$ cat config.mk
export PLATFORM = sky130hd
export DESIGN_NAME = adsb_report_arbiter
export DESIGN_NICKNAME = d
export VERILOG_FILES = /design/src/rtl/adsb_report_arbiter.sv
export SDC_FILE = /design/constraint.sdc
export NUM_CORES = 1
export LEC_CHECK = 0
export ABC_CLOCK_PERIOD_IN_PS = 1500
export CORE_ASPECT_RATIO = 0.75
export CORE_MARGIN = 5
export CORE_UTILIZATION = 36
export CTS_CLUSTER_SIZE = 14
export DETAILED_ROUTE_END_ITERATION = 6
export GPL_ROUTABILITY_DRIVEN = 0
export PLACE_DENSITY = 0.89
export SLEW_MARGIN = 40
export SYNTH_ARGS = -nofsm -noshare
export SYNTH_HDL_FRONTEND = slang
export SYNTH_SLANG_ARGS = --single-unit
$ cat constraint.sdc
create_clock -name Axi_clk -period 1.5 [get_ports Axi_clk]
set_input_delay 0.15 -clock Axi_clk [delete_from_list [all_inputs] [get_ports Axi_clk]]
set_output_delay 0.15 -clock Axi_clk [all_outputs]
set_load 0.005 [all_outputs]
$ cat src/rtl/adsb_report_arbiter.sv
// adsb_report_arbiter
// Round-robin, packet-atomic merge of NUM_SOURCES report streams onto one
// AXI-stream master on the Axi_clk domain. Once a source is granted, its whole
// packet (through last) is forwarded before any other source is considered.
// Forwarded packets are counted in Packet_count, which wraps modulo 2^32.
//
// Ports:
//   Axi_clk, Axi_resetn        clock (rising edge), asynchronous active-low reset
//   Source_enable[N]           per-source enable, sampled only while idle
//   S_axis_valid/last[N]       per-source stream inputs
//   S_axis_data[N*W]           source k occupies bits [k*W +: W]
//   S_axis_ready[N]            ready, asserted only toward the granted source
//   M_axis_valid/data/last     registered output stream (1 cycle latency)
//   M_axis_ready               downstream ready
//   Packet_count[32]           packets completed on M_axis
//   Active_source              index of the currently granted source
//
// Optional build macro ADSB_REPORT_ARB_SEQ_STAMP_EN: the beat at
// SEQ_WORD_INDEX of every packet is replaced by a global 32-bit sequence
// number, which advances on every completed packet.
module adsb_report_arbiter #(
  parameter int unsigned NUM_SOURCES    = 4,
  parameter int unsigned AXI_DATA_WIDTH = 32,
  parameter int unsigned SEQ_WORD_INDEX = 1
) (
  input  logic                                  Axi_clk,
  input  logic                                  Axi_resetn,
  input  logic [NUM_SOURCES-1:0]                Source_enable,
  input  logic [NUM_SOURCES-1:0]                S_axis_valid,
  input  logic [NUM_SOURCES*AXI_DATA_WIDTH-1:0] S_axis_data,
  input  logic [NUM_SOURCES-1:0]                S_axis_last,
  output logic [NUM_SOURCES-1:0]                S_axis_ready,
  input  logic                                  M_axis_ready,
  output logic                                  M_axis_valid,
  output logic [AXI_DATA_WIDTH-1:0]             M_axis_data,
  output logic                                  M_axis_last,
  output logic [31:0]                           Packet_count,
  output logic [$clog2(NUM_SOURCES)-1:0]        Active_source
);

  localparam int unsigned SW = $clog2(NUM_SOURCES);

  typedef enum logic {S_IDLE, S_XFER} state_t;

  state_t                    state, state_nxt;
  logic [SW-1:0]             last_grant;
  logic [SW-1:0]             grant_idx;
  logic                      grant_found;
  logic [NUM_SOURCES-1:0]    req;
  logic                      take_ok;
  logic                      in_fire;
  logic                      out_fire;
  logic                      out_last_fire;
  logic [AXI_DATA_WIDTH-1:0] in_data;
  logic [AXI_DATA_WIDTH-1:0] out_data_nxt;

  assign req = S_axis_valid & Source_enable;

  // Cyclic priority search starting just after the previous winner.
  always_comb begin : grant_search
    logic [SW-1:0] cand;
    grant_found = 1'b0;
    grant_idx   = '0;
    cand        = '0;
    for (int unsigned i = 1; i <= NUM_SOURCES; i++) begin
      cand = SW'((32'(last_grant) + i) % NUM_SOURCES);
      if (!grant_found && req[cand]) begin
        grant_found = 1'b1;
        grant_idx   = cand;
      end
    end
  end

  always_comb begin : data_mux
    in_data = '0;
    for (int unsigned k = 0; k < NUM_SOURCES; k++) begin
      if (SW'(k) == Active_source) begin
        in_data = S_axis_data[k*AXI_DATA_WIDTH +: AXI_DATA_WIDTH];
      end
    end
  end

  // Once the last beat sits in the output register, stop accepting until it
  // drains so the next packet of the same source cannot slip in unarbitrated.
  assign take_ok       = !M_axis_valid || (M_axis_ready && !M_axis_last);
  assign in_fire       = (state == S_XFER) && S_axis_valid[Active_source] && take_ok;
  assign out_fire      = M_axis_valid && M_axis_ready;
  assign out_last_fire = out_fire && M_axis_last;

  always_comb begin : ready_gen
    S_axis_ready = '0;
    if (state == S_XFER) begin
      S_axis_ready[Active_source] = take_ok;
    end
  end

`ifdef ADSB_REPORT_ARB_SEQ_STAMP_EN
  logic [31:0] global_seq;
  logic [3:0]  beat_cnt;

  // beat_cnt is the index of the beat about to be registered to the output.
  always_ff @(posedge Axi_clk or negedge Axi_resetn) begin
    if (!Axi_resetn) begin
      global_seq <= '0;
      beat_cnt   <= '0;
    end else begin
      if (out_last_fire) begin
        global_seq <= global_seq + 32'd1;
        beat_cnt   <= '0;
      end else if (in_fire && beat_cnt != 4'd15) begin
        beat_cnt <= beat_cnt + 4'd1;
      end
    end
  end

  assign out_data_nxt = (32'(beat_cnt) == SEQ_WORD_INDEX) ?
                        AXI_DATA_WIDTH'(global_seq) : in_data;
`else
  assign out_data_nxt = in_data;
`endif

  always_ff @(posedge Axi_clk or negedge Axi_resetn) begin
    if (!Axi_resetn) begin
      state <= S_IDLE;
    end else begin
      state <= state_nxt;
    end
  end

  always_comb begin : fsm_next
    state_nxt = state;
    case (state)
      S_IDLE:  if (grant_found)   state_nxt = S_XFER;
      S_XFER:  if (out_last_fire) state_nxt = S_IDLE;
      default: state_nxt = S_IDLE;
    endcase
  end

  always_ff @(posedge Axi_clk or negedge Axi_resetn) begin
    if (!Axi_resetn) begin
      last_grant    <= SW'(NUM_SOURCES - 1);
      Active_source <= '0;
      M_axis_valid  <= 1'b0;
      M_axis_data   <= '0;
      M_axis_last   <= 1'b0;
      Packet_count  <= '0;
    end else begin
      if (state == S_IDLE && grant_found) begin
        Active_source <= grant_idx;
      end
      if (in_fire) begin
        M_axis_valid <= 1'b1;
        M_axis_data  <= out_data_nxt;
        M_axis_last  <= S_axis_last[Active_source];
      end else if (out_fire) begin
        M_axis_valid <= 1'b0;
      end
      if (out_last_fire) begin
        Packet_count <= Packet_count + 32'd1;
        last_grant   <= Active_source;
      end
    end
  end

endmodule

## After elaboration in Yosys (flattened, before gate mapping)

Cells that the tools add are included.

| storage, ports and cells | value |
|---|---|
| bits in registers | 71 |
| latch bits | 0 |
| RAM bits | 0 |
| ROM bits | 0 |
| output and inout port bits | 72 |
| logic and storage cells | 74 |
| memories kept | 0 |

| operators by class | value |
|---|---|
| $add $sub $neg | 5 |
| $mul | 0 |
| divide/modulo/power cells | 0 |
| order comparisons | 6 |
| eq/ne operators | 3 |
| shift operators | 0 |
| multiplexer cells | 32 |
| bitwise operators | 3 |
| reduce and logical (&&, ||, !) cells | 18 |

Operator list:

| kind | count |
|---|---|
| two-way mux 32 bit | 4 |
| adder 32 x 1 -> 32 bit (second input constant) | 1 |
| < comparator 2 x 3 -> 1 bit (second input constant) | 5 |
| two-way mux 1 bit | 15 |
| binary-select mux 1 bit (select 2 bit) | 6 |
| logical AND 1 bit | 10 |
| AND 4 bit | 2 |
| two-way mux 2 bit | 4 |
| logical NOT 1 bit | 5 |
| adder 2 x 1 -> 2 bit (second input constant) | 2 |
| adder 2 bit (second input constant) | 2 |
| == test 2 bit (first input constant) | 2 |
| two-way mux 4 bit | 1 |
| demux 1 bit (select 2 bit) | 1 |
| == test 1 x 2 -> 1 bit (first input constant) | 1 |
| greater-or-equal comparator 2 x 1 -> 1 bit (second input constant) | 1 |
| logical NOT 2 bit | 1 |
| one-hot mux 1 bit (2 select lines) | 1 |
| nonzero test 2 bit | 1 |
| logical OR 1 bit | 1 |
| NOT 1 bit | 1 |

## Depth between registers and ports, before layout

Gate-level depths: netlist of run 1.

| logic depth | value |
|---|---|
| depth in word-level cells | 15 |
| depth in mapped cells | 5 |
| gate-level depth less buffers | 5 |

## Least setup slack after synthesis of run 1

OpenSTA, ideal clock, no wires.

| timing | value |
|---|---|
| kind | register to register |
| start point | register Active_source[0] |
| end point | register M_axis_data[11] |
| data arrival time | 1,576 ps |
| required time | 1,375 ps |
| path slack | -201 ps |
| cell stages (with the launch flop) | 4 |
| buffers on the path | 1 |
| cell sequence | dfrtp_1 > buf_1 > mux4_2 > mux2_4 |

| between the ends | value |
|---|---|
| word-level cells in the longest chain between the ends | 5 |
| elaborated cells on any way between the ends | 12 |

RTL lines:

| item | line | RTL |
|---|---|---|
| start, declared | 38 | `output logic [$clog2(NUM_SOURCES)-1:0] Active_source` |
| start signal, assigned | 149 | `Active_source <= grant_idx;` |
| logical NOT 2 bit | 77 | `if (SW'(k) == Active_source) begin` |
| two-way mux 32 bit (4 in a row) | 77 |  |
| end signal, assigned | 153 | `M_axis_data <= out_data_nxt;` |
| end, declared | 35 | `output logic [AXI_DATA_WIDTH-1:0] M_axis_data,` |

Parallel ways exist; a longest one is shown, timed or not. The select of a mux whose other input is x is not followed.
A chain may end at the register's enable or synchronous reset.

## Worst setup path in the final report of run 1

| timing | value |
|---|---|
| start point | register Active_source[1] |
| end point | register M_axis_data[13] |

The elaborated chain is that of the path after synthesis.

==> results of run 1 <==
-- worst max path at each step --
| stage | cells after the start | slack (ns) | from | endpoint |
|---|---|---|---|---|
| finish | 4 | -0.22 | Active_source[1] | M_axis_data[13] |
| global route | 4 | -0.25 | Active_source[1] | M_axis_data[13] |
| CTS | 4 | -0.23 | Active_source[1] | M_axis_data[13] |
| detailed placement | 5 | -0.49 | M_axis_ready | S_axis_ready[0] |
| global placement | 5 | -0.42 | S_axis_valid[0] | M_axis_data[16] |
| floorplan | 4 | -0.15 | Active_source[1] | M_axis_data[0] |
-- routing by layer --
metal / part of all wire / up-vias / GRT usage
met1: 0.36 / 1800 / 0.224
met2: 0.56 / 153 / 0.396
met4: 0.012 / 0 / 0.0498
li1: - / 1634 / -
met5: 0 / - / 0
met3: 0.072 / 10 / 0.0665
-- power by group through the flow --
stage	Sequential, mW	Combinational [mW]	Clock (mW)
after floorplan	3.03	3.14	0
final	3.08	6.81	2.35
after global placement	3.01	5.61	0
after CTS	3.05	6.64	2.41
after global routing	3.16	7.21	2.49
after detailed placement	3.02	5.80	0
-- cells by family (layout without fill, tap and decap cells) --
group	Yosys count	after routing
xor gates and xnor gates	31	31
AOI/OAI and AO/OA	13	13
DFF	71	71
muxes	69	69
and+or+nand+nor	76	76
buffers and inverters	13	304
adders and majority gates	1	1
-- worst max-delay path, stage by stage, from the launching register on --
cell	delay (ns)
dfrtp_1	0.42
mux4_2	0.55
nand2_4	0.13
buf_12	0.18
mux2_4	0.32
-- cell usage in the layout (no fill, tap or decap), types with 3 or more instances in the layout --
master / Yosys / final
and3_1: 8 / 7
nand4_1: 13 / 13
nand3_4: 1 / 4
mux2_4: 29 / 33
nand2_4: 0 / 3
dfrtp_1: 69 / 61
dlymetal6s2s_1: 0 / 9
clkdlybuf4s50_1: 0 / 191
dlygate4sd2_1: 0 / 7
nor2_1: 5 / 4
buf_2: 2 / 3
and4_1: 3 / 3
xnor2_1: 29 / 25
mux4_2: 34 / 34
nor4_4: 3 / 4
nand2_1: 23 / 20
clkbuf_16: 0 / 9
dfrtp_2: 0 / 8
buf_6: 5 / 16
buf_12: 0 / 9
bufbuf_16: 0 / 3
nand3_1: 10 / 5
xnor2_2: 0 / 4
buf_4: 0 / 43
-- flip-flops by register name, summed over array words and instances, names as in the netlist --
register and count:
M_axis_last 1, state 1, last_grant 2, M_axis_data 32
M_axis_valid 1, Packet_count 32, Active_source 2
-- final cells by class --
type	count	area [um2]	share of cell area
Timing Repair Buffer	286	2960	0.390
Multi-Input combinational cell	190	2330	0.307
Sequential cell	71	1790	0.236
Clock buffer	10	239	0.0315
Tap cell	140	175	0.0231
Clock inverter	6	92.6	0.0122
Inverter	2	7.51	0.000988
-- what timing repair did --
action	4_1_cts	5_1_grt
gates cloned	4	0
setup endpoints to repair	67	77
setup buffers	14	9
hold buffers	1	0
pin swaps	11	23
resized for setup	43	54
hold endpoints to repair	20	0
==> summary.txt, run 1 <==
vias in the first global route: 4108
Synth async-reset ratio: 1.00
Final setup viols: 43
Synth cell types: 43
placed insts: 661
area growth from synthesis to layout: 89.2%
crit end category: flop
die footprint: 0.0134 mm2
clk_lat worst skew: 0.32 ns
status: finished with violations
initial DRC count: 153
Die Span X: 132 um
# DRC: 0
failing checks: negative setup slack
Core Region: 0.0109 mm2
DP Worst Slack: -0.488 ns
worst-margin pin slew: 0.336 ns
ANT cells: 0
via/cell ratio: 5.10
CTS Buf Count: 9
count leader, synth: dfrtp_1
WL per Instance: 20.3 um
switching share of power: 0.288
GRT Total Usage: 0.207
Worst Path Arrival: 1.93 ns
critical setup path kind: flop to flop
RR Startpoint: Active_source[1]
minimum clock period: 1.72 ns
leakage power: 3.45 nW
largest cells by area after synthesis: dfrtp_1 (43%), mux4_2 (19%), mux2_4 (11%)
Sequential Power Share: 0.252
Post-synth EDFFs: 0
Hold WC Path Type: input port to async pin
Adder-Cell Fraction of Synth Area: 0.00312
Final period util: 1.15
Design Area, Final: 0.00760 mm2
WL final: 14.3 mm
clock sinks: 71
Final #Nets: 704
total power: 12.2 mW
final setup margin: -0.223 ns
Congestion Overflow GR: 0
first-pass GRT wire length: 21.8 mm
endpoints failing hold: 0
maximum vdd drop: 0.965 mV
clock group share of total power: 0.192
clock buffer depth: 2
number of fillers in the final layout: 716
Max Fclk: 580 MHz
crit path launch type: flop
dpl cell area: 0.00667 mm2
clk_skew: 0.00531 ns
largest net degree at the start of global routing: 34
Comb pwr share: 0.556
Mapped Area: 0.00402 mm2
Non-Filler Instances: 705
dominant synthesized flop cell: dfrtp_1
Psw: 3.52 mW
YS warnings: 0
TritonRoute pass-1 iters: 4
synth cell count leaders: dfrtp_1 (69), mux4_2 (34), mux2_4 (29), xnor2_1 (29), nand2_1 (23)
XOR/XNOR Fraction of Synth Area: 0.0676
Reg2Reg Capture Point: M_axis_data[13]
Vias: 3597
cell taking the most area after synthesis: dfrtp_1
Slew Limit Headroom: 0.776
H-tree level count: 3
IO buf count: 214
Boundary Pins: 215
PwrDens: 1610 mW/mm2
# Max-Cap Violations: 0
fin. max-slew vios: 0
post-synthesis simple-gate area fraction: 0.123
layout cells sized above 1: 0.354
unrepaired setup endpoints after global routing: yes
register bit total from synthesis: 71
internal power: 8.71 mW
Synth Area in Compound Gates: 0.0249
register-to-register setup slack: -0.22 ns
total negative setup slack: -6.65 ns
main combinational cell family by area after synthesis: multiplexers
CTS clk-pin slew, worst paths: 0.06 ns
critical path fanouts, max: 14
Clock Tree Root: clkbuf_16
Antenna Nets Post-Route: 0
row cnt: 33
initial core utilization: 0.368
FF-to-FF path depth: 4
DP HPWL: 10.4 mm
final hold slack: 0.304 ns
CTS tree: yes
Post-Synthesis Cells: 274
mux cell area share after synthesis: 0.316
final core occ: 0.697
Req. time, crit path: 1.70 ns
Avg Cell Area, Syn: 14.7 um2
Yosys top cell area share: 0.430
Seq/Total Area, Yosys: 0.443
initial antenna violation count: 0
die height: 101 um
Net Count, Synth: 418
No activity file was read; power rests on OpenSTA's default activity.
==> run 2, diff against run 1 <==
--- a/config.mk
+++ b/config.mk
@@ -8,11 +8,13 @@
 export ABC_CLOCK_PERIOD_IN_PS = 1500
 export CORE_ASPECT_RATIO = 0.75
 export CORE_MARGIN = 5
-export CORE_UTILIZATION = 36
+export CORE_UTILIZATION = 57
 export CTS_CLUSTER_SIZE = 14
 export DETAILED_ROUTE_END_ITERATION = 6
+export DONT_BUFFER_PORTS = 1
 export GPL_ROUTABILITY_DRIVEN = 0
-export PLACE_DENSITY = 0.89
+export PLACE_DENSITY = 0.86
+export SKIP_CTS_REPAIR_TIMING = 1
 export SLEW_MARGIN = 40
 export SYNTH_ARGS = -nofsm -noshare
 export SYNTH_HDL_FRONTEND = slang
==> summary.txt, run 2 (same netlist as run 1, synthesis figures left out) <==
status: finished with violations (unchanged)
failing checks: negative hold slack, negative setup slack (was negative setup slack)
Final period util: 1.12 (was 1.15)
Max Fclk: 594 MHz (was 580 MHz)
IO buf count: 0 (was 214)
clock buffer depth: 2 (unchanged)
footprint of the multi-input gates: 0.00222 mm2 (was 0.00233 mm2)
Final setup viols: 37 (was 43)
die footprint: 0.00884 mm2 (was 0.0134 mm2)
vias in the first global route: 2836 (was 4108)
minimum clock period: 1.68 ns (was 1.72 ns)
Congestion Overflow GR: 0 (unchanged)
area growth from synthesis to layout: 19.3% (was 89.2%)
GRT Total Usage: 0.233 (was 0.207)
CTS tree: yes (unchanged)
worst-margin pin slew: 0.469 ns (was 0.336 ns)
Clock Tree Root: clkbuf_8 (was clkbuf_16)
Antenna Nets Post-Route: 0 (unchanged)
row cnt: 26 (was 33)
Final #Nets: 469 (was 704)
final hold slack: -0.496 ns (was 0.304 ns)
total power: 9.00 mW (was 12.2 mW)
Hold WC Path Type: input port to async pin (unchanged)
Slew Limit Headroom: 0.687 (was 0.776)
maximum vdd drop: 0.970 mV (was 0.965 mV)
number of fillers in the final layout: 463 (was 716)
unrepaired setup endpoints after global routing: yes (unchanged)
via/cell ratio: 6.43 (was 5.10)
initial core utilization: 0.588 (was 0.368)
Vias: 2662 (was 3597)
largest net degree at the start of global routing: 72 (was 34)
crit end category: flop (unchanged)
ANT cells: 0 (unchanged)
die height: 82.7 um (was 101 um)
fin. max-slew vios: 0 (unchanged)
clock group share of total power: 0.190 (was 0.192)
Sequential Power Share: 0.347 (was 0.252)
WL per Instance: 25.8 um (was 20.3 um)
Worst Path Arrival: 1.91 ns (was 1.93 ns)
H-tree level count: 3 (unchanged)
endpoints failing hold: 71 (was 0)
# Max-Cap Violations: 0 (unchanged)
leakage power: 2.15 nW (was 3.45 nW)
layout cells sized above 1: 0.461 (was 0.354)
Req. time, crit path: 1.73 ns (was 1.70 ns)
Boundary Pins: 215 (unchanged)
dpl cell area: 0.00439 mm2 (was 0.00667 mm2)
DP HPWL: 8.17 mm (was 10.4 mm)
final setup margin: -0.183 ns (was -0.223 ns)
total negative setup slack: -5.81 ns (was -6.65 ns)
critical path fanouts, max: 9 (was 14)
internal power: 6.21 mW (was 8.71 mW)
crit path launch type: flop (unchanged)
commonest non-fill, non-tap cells in the layout: dfrtp_1 (67), buf_4 (41), mux4_2 (34) (was clkdlybuf4s50_1 (191), dfrtp_1 (61), buf_4 (43))
WL final: 10.7 mm (was 14.3 mm)
TritonRoute pass-1 iters: 5 (was 4)
critical setup path kind: flop to flop (unchanged)
first-pass GRT wire length: 15.4 mm (was 21.8 mm)
clk_lat worst skew: 0.34 ns (was 0.32 ns)
initial antenna violation count: 0 (unchanged)
CTS Buf Count: 9 (unchanged)
DP Worst Slack: -0.159 ns (was -0.488 ns)
clock sinks: 71 (unchanged)
PwrDens: 1880 mW/mm2 (was 1610 mW/mm2)
biggest regs: M_axis_data x32, Packet_count x32 (unchanged)
register area: 0.00178 mm2 (was 0.00179 mm2)
# DRC: 0 (unchanged)
Die Span X: 107 um (was 132 um)
Comb pwr share: 0.462 (was 0.556)
most common cell after layout, fill and taps aside: dfrtp_1 (was clkdlybuf4s50_1)
Core Region: 0.00683 mm2 (was 0.0109 mm2)
Psw: 2.79 mW (was 3.52 mW)
clk_skew: 0.00502 ns (was 0.00531 ns)
CTS clk-pin slew, worst paths: 0.08 ns (was 0.06 ns)
switching share of power: 0.310 (was 0.288)
initial DRC count: 102 (was 153)
Design Area, Final: 0.00479 mm2 (was 0.00760 mm2)
## run 2: power by group through the flow
stage / Sequential (mW) / Clock, mW / Combinational [mW]
floorplan: 3.03 / 0 / 3.14
global placement: 3.13 / 0 / 3.68
detailed placement: 3.14 / 0 / 3.85
CTS: 3.15 / 1.74 / 3.85
global route: 3.19 / 1.82 / 4.45
finish: 3.13 / 1.71 / 4.16
## run 2: routing by layer
metal,global-route usage,share of wire,vias to the layer above
li1,-,-,1159
met1,0.264,0.34,1357
met2,0.415,0.55,136
met3,0.0948,0.098,10
met4,0.0677,0.0080,0
met5,0,0,-
## run 2: path summary, 6_finish.rpt
kind | from | to | depth (start not counted) | slack, ns
worst min register to register | last_grant[0] | last_grant[0] | 2 | 0.49
min in group Axi_clk | M_axis_ready | Packet_count[0] | 3 | 0.12
worst min-delay path | Axi_resetn | Packet_count[14] | 0 | -0.50
max in group asynchronous | Axi_resetn | last_grant[1] | 0 | 1.81
worst max register to register | Active_source[1] | M_axis_data[26] | 4 | -0.18
worst max-delay path | Active_source[1] | M_axis_data[26] | 4 | -0.18
## run 2: stage by stage
| stage | instances | utilization |
|---|---|---|
| after global placement | 389 | 0.642 |
| after CTS | 405 | 0.675 |
| final | 414 | 0.701 |
| after global routing | 414 | 0.701 |
| after floorplan | 274 | - |
| after detailed placement | 389 | 0.642 |
## run 2: worst max-delay path, stage by stage (launching register included)
cell and delay, ns:
dfrtp_1 0.39, mux4_2 0.54, nand2_4 0.15, clkbuf_16 0.19, mux2_4 0.30
## run 2: final cells by class
class	instances	area share
clock buffers	13	0.0332
well taps	84	0.0219
flip-flops and latches	71	0.372
multi-input cells	190	0.463
clock inverters	3	0.0136
repair buffers	51	0.0949
inverters	2	0.00157
